--- src/rtl/subleq_uart_tx_pkg.sv ---
// subleq_uart_tx_pkg
// Shared definitions for the subleq UART transmit responder:
//   - tx_state_t   : shifter FSM state encodings (2-bit)
//   - status word field positions for the status read
//   - free_count_width() : width of the free-slot field in the status word
// Optional build macro used by the users of this package: SUBLEQ_TX_WIDE_EN
package subleq_uart_tx_pkg;

    localparam int DEFAULT_WORD_SIZE = 16;

    typedef enum logic [1:0] {
        TX_IDLE  = 2'd0,
        TX_START = 2'd1,
        TX_DATA  = 2'd2,
        TX_STOP  = 2'd3
    } tx_state_t;

    // The free-slot count sits in the low bits of the status word; the idle
    // flag sits in the most significant bit.
    localparam int STATUS_FREE_LSB = 0;

    function automatic int free_count_width(input int depth);
        return $clog2(depth) + 1;
    endfunction

endpackage

--- src/rtl/subleq_tx_fifo.sv ---
// subleq_tx_fifo
// Circular FIFO with wrapping read/write pointers and an occupancy count.
// A push while full is still accepted when a pop happens in the same cycle,
// because the pop frees the slot first.
// Ports:
//   clk, areset      : clock, asynchronous active-low reset
//   push, wr_data    : write request and data
//   pop, rd_data     : read request; rd_data shows the head word
//   full, empty      : occupancy flags
//   count            : number of stored words (0..DEPTH)
module subleq_tx_fifo
    import subleq_uart_tx_pkg::*;
#(
    parameter int WIDTH = 8,
    parameter int DEPTH = 4
) (
    input  logic                          clk,
    input  logic                          areset,
    input  logic                          push,
    input  logic [WIDTH-1:0]              wr_data,
    input  logic                          pop,
    output logic [WIDTH-1:0]              rd_data,
    output logic                          full,
    output logic                          empty,
    output logic [free_count_width(DEPTH)-1:0] count
);

    localparam int PTR_W = $clog2(DEPTH);
    localparam int CNT_W = free_count_width(DEPTH);

    logic [WIDTH-1:0] mem [DEPTH];
    logic [PTR_W-1:0] wr_ptr;
    logic [PTR_W-1:0] rd_ptr;
    logic             do_push;
    logic             do_pop;

    assign full    = (count == CNT_W'(DEPTH));
    assign empty   = (count == '0);
    assign do_pop  = pop && !empty;
    assign do_push = push && (!full || do_pop);
    assign rd_data = mem[rd_ptr];

    // Pointers wrap naturally because DEPTH is a power of two.
    always_ff @(posedge clk or negedge areset) begin
        if (!areset) begin
            wr_ptr <= '0;
            rd_ptr <= '0;
            count  <= '0;
        end else begin
            if (do_push) wr_ptr <= wr_ptr + 1'b1;
            if (do_pop)  rd_ptr <= rd_ptr + 1'b1;
            case ({do_push, do_pop})
                2'b10:   count <= count + 1'b1;
                2'b01:   count <= count - 1'b1;
                default: count <= count;
            endcase
        end
    end

    always_ff @(posedge clk) begin
        if (do_push) mem[wr_ptr] <= wr_data;
    end

endmodule

--- src/rtl/subleq_uart_tx.sv ---
// subleq_uart_tx
// MMIO output responder for the subleq CPU: accepts stored words through a
// 4-phase req/ack handshake, queues them in a FIFO and sends them on a UART
// 8N1 line. A status read returns {idle, zero-pad, free slot count}.
// Ports:
//   clk    : system clock
//   areset : asynchronous active-low reset
//   req    : CPU request, held until ack
//   store  : 1 = write word, 0 = status read
//   in     : word to transmit
//   ack    : 4-phase acknowledge
//   out    : status word, valid while ack=1 on a read
//   txd    : serial line, idle high
//   idle   : FIFO empty and shifter idle (registered)
// Build macro: SUBLEQ_TX_WIDE_EN stores full words and sends low byte then
// high byte as two frames; otherwise only in[7:0] is stored and sent.
module subleq_uart_tx
    import subleq_uart_tx_pkg::*;
#(
    parameter int WORD_SIZE    = DEFAULT_WORD_SIZE,
    parameter int DEPTH        = 4,
    parameter int CLKS_PER_BIT = 8
) (
    input  logic                 clk,
    input  logic                 areset,
    input  logic                 req,
    input  logic                 store,
    input  logic [WORD_SIZE-1:0] in,
    output logic                 ack,
    output logic [WORD_SIZE-1:0] out,
    output logic                 txd,
    output logic                 idle
);

`ifdef SUBLEQ_TX_WIDE_EN
    localparam int FIFO_W = WORD_SIZE;
`else
    localparam int FIFO_W = 8;
`endif
    localparam int FREE_W = free_count_width(DEPTH);
    localparam int BAUD_W = (CLKS_PER_BIT > 2) ? $clog2(CLKS_PER_BIT) : 1;

    tx_state_t          state, state_next;
    logic [BAUD_W-1:0]  baud_cnt, baud_next;
    logic [2:0]         bit_idx, bit_next;
    logic [7:0]         shift, shift_next;
    logic               txd_next;
    logic               baud_done;

    logic               fifo_pop;
    logic [FIFO_W-1:0]  fifo_rd;
    logic               fifo_full;
    logic               fifo_empty;
    logic [FREE_W-1:0]  fifo_count;

    logic               accept_write;
    logic               accept_read;
    logic [WORD_SIZE-1:0] status_word;

`ifdef SUBLEQ_TX_WIDE_EN
    logic [7:0]         hi_byte, hi_next;
    logic               second_half, second_next;
`else
    logic               unused_high_in;
    assign unused_high_in = ^in[WORD_SIZE-1:8];
`endif

    assign baud_done = (baud_cnt == BAUD_W'(CLKS_PER_BIT - 1));

    // A full FIFO can still take the word when the shifter pops this cycle.
    assign accept_write = req && store && !ack && (!fifo_full || fifo_pop);
    assign accept_read  = req && !store && !ack;

    always_comb begin
        status_word = '0;
        status_word[WORD_SIZE-1] = idle;
        status_word[STATUS_FREE_LSB +: FREE_W] = FREE_W'(DEPTH) - fifo_count;
    end

    subleq_tx_fifo #(
        .WIDTH (FIFO_W),
        .DEPTH (DEPTH)
    ) u_fifo (
        .clk     (clk),
        .areset  (areset),
        .push    (accept_write),
        .wr_data (in[FIFO_W-1:0]),
        .pop     (fifo_pop),
        .rd_data (fifo_rd),
        .full    (fifo_full),
        .empty   (fifo_empty),
        .count   (fifo_count)
    );

    // Handshake: ack holds while req holds and drops the cycle after req
    // drops, so each request is serviced exactly once.
    always_ff @(posedge clk or negedge areset) begin
        if (!areset) begin
            ack <= 1'b0;
            out <= '0;
        end else if (ack) begin
            ack <= req;
            if (!req) out <= '0;
        end else if (accept_write || accept_read) begin
            ack <= 1'b1;
            out <= accept_read ? status_word : '0;
        end
    end

    // Shifter state and line driver; txd is registered from the current
    // state, which gives the two-cycle write-ack to start-bit latency.
    always_ff @(posedge clk or negedge areset) begin
        if (!areset) begin
            state    <= TX_IDLE;
            baud_cnt <= '0;
            bit_idx  <= '0;
            shift    <= '0;
            txd      <= 1'b1;
            idle     <= 1'b1;
`ifdef SUBLEQ_TX_WIDE_EN
            hi_byte     <= '0;
            second_half <= 1'b0;
`endif
        end else begin
            state    <= state_next;
            baud_cnt <= baud_next;
            bit_idx  <= bit_next;
            shift    <= shift_next;
            txd      <= txd_next;
            idle     <= (fifo_count == '0) && (state == TX_IDLE);
`ifdef SUBLEQ_TX_WIDE_EN
            hi_byte     <= hi_next;
            second_half <= second_next;
`endif
        end
    end

    // Next-state logic: every popped word enters START with a cleared baud
    // counter; STOP chains straight into the next START when more is queued.
    always_comb begin
        state_next = state;
        baud_next  = baud_cnt;
        bit_next   = bit_idx;
        shift_next = shift;
        txd_next   = 1'b1;
        fifo_pop   = 1'b0;
`ifdef SUBLEQ_TX_WIDE_EN
        hi_next     = hi_byte;
        second_next = second_half;
`endif
        case (state)
            TX_IDLE: begin
                if (!fifo_empty) begin
                    fifo_pop   = 1'b1;
                    shift_next = fifo_rd[7:0];
`ifdef SUBLEQ_TX_WIDE_EN
                    hi_next     = fifo_rd[15:8];
                    second_next = 1'b0;
`endif
                    baud_next  = '0;
                    state_next = TX_START;
                end
            end
            TX_START: begin
                txd_next = 1'b0;
                if (baud_done) begin
                    baud_next  = '0;
                    bit_next   = '0;
                    state_next = TX_DATA;
                end else begin
                    baud_next = baud_cnt + 1'b1;
                end
            end
            TX_DATA: begin
                txd_next = shift[0];
                if (baud_done) begin
                    baud_next  = '0;
                    shift_next = {1'b0, shift[7:1]};
                    bit_next   = bit_idx + 1'b1;
                    if (bit_idx == 3'd7) state_next = TX_STOP;
                end else begin
                    baud_next = baud_cnt + 1'b1;
                end
            end
            TX_STOP: begin
                txd_next = 1'b1;
                if (baud_done) begin
                    baud_next = '0;
`ifdef SUBLEQ_TX_WIDE_EN
                    if (!second_half) begin
                        shift_next  = hi_byte;
                        second_next = 1'b1;
                        state_next  = TX_START;
                    end else
`endif
                    if (!fifo_empty) begin
                        fifo_pop   = 1'b1;
                        shift_next = fifo_rd[7:0];
`ifdef SUBLEQ_TX_WIDE_EN
                        hi_next     = fifo_rd[15:8];
                        second_next = 1'b0;
`endif
                        state_next = TX_START;
                    end else begin
                        state_next = TX_IDLE;
                    end
                end else begin
                    baud_next = baud_cnt + 1'b1;
                end
            end
            default: state_next = TX_IDLE;
        endcase
    end

endmodule

--- config.mk ---
export PLATFORM = sky130hd
export DESIGN_NAME = subleq_uart_tx
export DESIGN_NICKNAME = d
export VERILOG_FILES = /design/src/rtl/subleq_uart_tx_pkg.sv /design/src/rtl/subleq_tx_fifo.sv /design/src/rtl/subleq_uart_tx.sv
export SDC_FILE = /design/constraint.sdc
export NUM_CORES = 1
export LEC_CHECK = 0
export CORE_MARGIN = 3
export CORE_UTILIZATION = 50
export CTS_BUF_LIST = sky130_fd_sc_hd__clkbuf_8 sky130_fd_sc_hd__clkbuf_16
export CTS_CLUSTER_SIZE = 28
export DETAILED_ROUTE_END_ITERATION = 6
export PLACE_DENSITY = 0.77
export SETUP_SLACK_MARGIN = 0.15
export SYNTH_ARGS = -nofsm -noshare
export SYNTH_HDL_FRONTEND = slang
export SYNTH_SLANG_ARGS = --single-unit
--- constraint.sdc ---
create_clock -name clk -period 4.6 [get_ports clk]
set_input_delay 0.69 -clock clk [delete_from_list [all_inputs] [get_ports clk]]
set_output_delay 0.69 -clock clk [all_outputs]
set_load 0.02 [all_outputs]
==> flow_summary.ini <==
[outcome]
status = finished clean

[synthesis]
syn_area_um2 = 2980
synth_ff_type = edfxtp_1
synth_edf_count = 32
synth_seq_area_share_pct = 57.6
ys_ff_latch = 62
yosysWarnings = 0
avgSynthCellArea_um2 = 13.8
ys_types = 43
synthCells = 216
ys_async_sr_fraction_pct = 48.4

[worst_hold_path]
hold_end = baud_cnt[1]
hold_class = flop to flop
min-delay-start = baud_cnt[1]
whs_path_depth = 2

[placed_design]
pre_cts_ws_ps = 1730
dp.cells = 300
gpl.final_weighted_congestion = 0.756
port_buffers = 18
post-dp-hpwl_mm = 3.22
placed_area_um2 = 3170

[final_layout]
fin_area_um2 = 3390
final_common_cell = edfxtp_1
syn_to_final_growth_pct = 13.9
antenna_cells = 0
final_cell_mix = edfxtp_1, dfrtp_1, ha_1
fin_util_pct = 60.1
final_nets = 279
drive_gt1_share_pct = 13.5
final_cells = 316

[clock_tree]
post_cts_buffers = 0
cts_resized = 0
cts.sinks = 62
clk_latency_ps = 330
cts_buffer_depth = 2
cts.htree.levels = 3
cts_buffers = 9
clock-root-buffer = clkbuf_8
cts_tree = yes
cts_hold_buf = 0
path_clk_slew_ps = 70

[die]
core_um2 = 5640
ios = 39
fp-row-count = 27
chipHeight_um = 83.2
die_area_um2 = 6910
die_width_um = 83.2
start_util_pct = 52.8

[route]
dr.pass1.iters = 4
ant_nets = 0
post-route-drc-count = 0
drt-wirelength-per-cell_um = 14.7
via_per_inst = 5.19
routed-via-count = 1641
drtIter0Drc = 45
wirelength_mm = 4.65

[critical_path]
worst_ep_required_time_ps = 4850
cp_max_fo = 5
crit_chain = inv_1 > ha_1 > ha_1 > nand3b_4 > a211oi_1 > ha_1 > inv_1 > fa_1 > xor2_1 > nor2_1 > xnor2_1
crit_buf_inv = 2
slowest_delay_ps = 420
crit_arrival_ps = 2940
rr_startpoint = u_fifo.count[0]
crit_path_top_delay_cell = a211oi_1
cpLargestDelayFamily = adder cells
startpoint_type = flop
r2r_cells = 11
r2r_slack_ps = 1910
worst-setup-path-type = flop to flop
cpMostUsedCell = ha_1
r2r_end = u_fifo.count[2]
end_kind = flop

[sta]
setup_viol = 0
skew_ps = 7.08
fin_hold_ws_ps = 477
final.period_utilization_pct = 58.5
maxSlewHeadroom_pct = 41.4
fin_setup_tns_ps = 0
fin_ws_ps = 1910
hold_viol_final = 0
rsz0062_at_grt = no
worst_slew_pin_slew_ps = 879
slew_violations = 0
max_freq_mhz = 372
post-route-min-period_ps = 2690

[global_routing]
grt-ovfl-total = 0
antenna_found_initial = 0
grt_max_degree = 31
grt_pass1_wl_mm = 7.81
grt_pass1_vias = 1703
grt_usage_pct = 14.5

[power_and_ir_drop]
p_leak_nw = 1.44
pwr_density_cell_nw_per_um2 = 640
total_power_mw = 2.17
ir_drop_v = 0.000375

[job]
max_cap_viol_count = 0
## flip-flops by register name (all words and copies together) (netlist names), 3 cells and up
signal and cells:
baud_cnt 3, u_fifo.mem 32, bit_idx 3, out 4, shift 8, u_fifo.count 3
## per-layer routing
metal,part of all wire [%],up-vias,global-route usage [%]
met5,0,-,0
li1,-,803,-
met4,1.3,0,5.35
met3,3.6,5,4.17
met1,46,803,17.7
met2,49,30,24.5
## layout make-up
cell class                 instances  area [um^2]
tap                               72         90.1
inverter                          17         63.8
sequential                        62         1710
multi-input combinational        130         1110
fill                             449         2250
timing repair buffer              19          188
clock buffer                       9          124
clock inverter                     7         97.6
## cells in the mapped netlist, types with 2 or more instances
cell | n | share of area (%)
edfxtp_1 | 32 | 32
dfrtp_1 | 28 | 24
ha_1 | 19 | 8.0
inv_1 | 17 | 2.1
nand2_1 | 16 | 2.0
mux2i_1 | 15 | 5.0
buf_4 | 13 | 3.3
mux2_2 | 9 | 3.4
o221ai_1 | 7 | 2.1
a32o_1 | 6 | 2.0
and2_1 | 5 | 1.1
nand2b_1 | 4 | 0.84
xnor2_1 | 4 | 1.2
a211oi_1 | 3 | 0.76
nand3b_1 | 3 | 0.76
o21ai_0 | 3 | 0.50
a21oi_1 | 2 | 0.34
buf_2 | 2 | 0.34
clkbuf_1 | 2 | 0.25
dfstp_2 | 2 | 1.8
xor2_1 | 2 | 0.59
## worst max path at each step
stage	startpoint	endpoint	slack [ps]	cells past startpoint
finish	u_fifo.count[0]	u_fifo.count[2]	1910	11
global route	u_fifo.count[0]	u_fifo.count[2]	1750	11
detailed placement	req	u_fifo.count[1]	1730	8
floorplan	u_fifo.count[0]	u_fifo.count[2]	2140	11
global placement	req	u_fifo.count[1]	1750	8
CTS	u_fifo.count[0]	u_fifo.count[2]	1900	11
## cells by family (layout without fill, tap and decap cells)
group                    Yosys count  count (layout)  synth area share [%]
flip-flops                        62              62                  57.6
AND/OR/NAND/NOR                   36              36                  6.81
buffers and inverters             35              52                  6.39
AO/OA/AOI/OAI                     30              30                  8.95
multiplexers                      26              26                  9.71
adder cells (fa/ha/maj)           20              20                  8.66
XOR/XNOR                           6               6                  1.77
other                              1              12                 0.126
## worst reg2reg max path, stage by stage, from the launching register on
cell and delay [ps]:
dfrtp_1 380, inv_1 90, ha_1 240, ha_1 210, nand3b_4 200, a211oi_1 420, ha_1 260, inv_1 60
fa_1 380, xor2_1 150, nor2_1 110, xnor2_1 120
## where the power goes
group          switching, mW  internal [mW]  leakage (nW)
Sequential             0.119          0.728         0.657
Combinational          0.408          0.398         0.674
Clock                  0.211          0.306         0.106
Total                  0.738           1.43          1.44
Note: power is estimated with default switching activity, not from simulation.
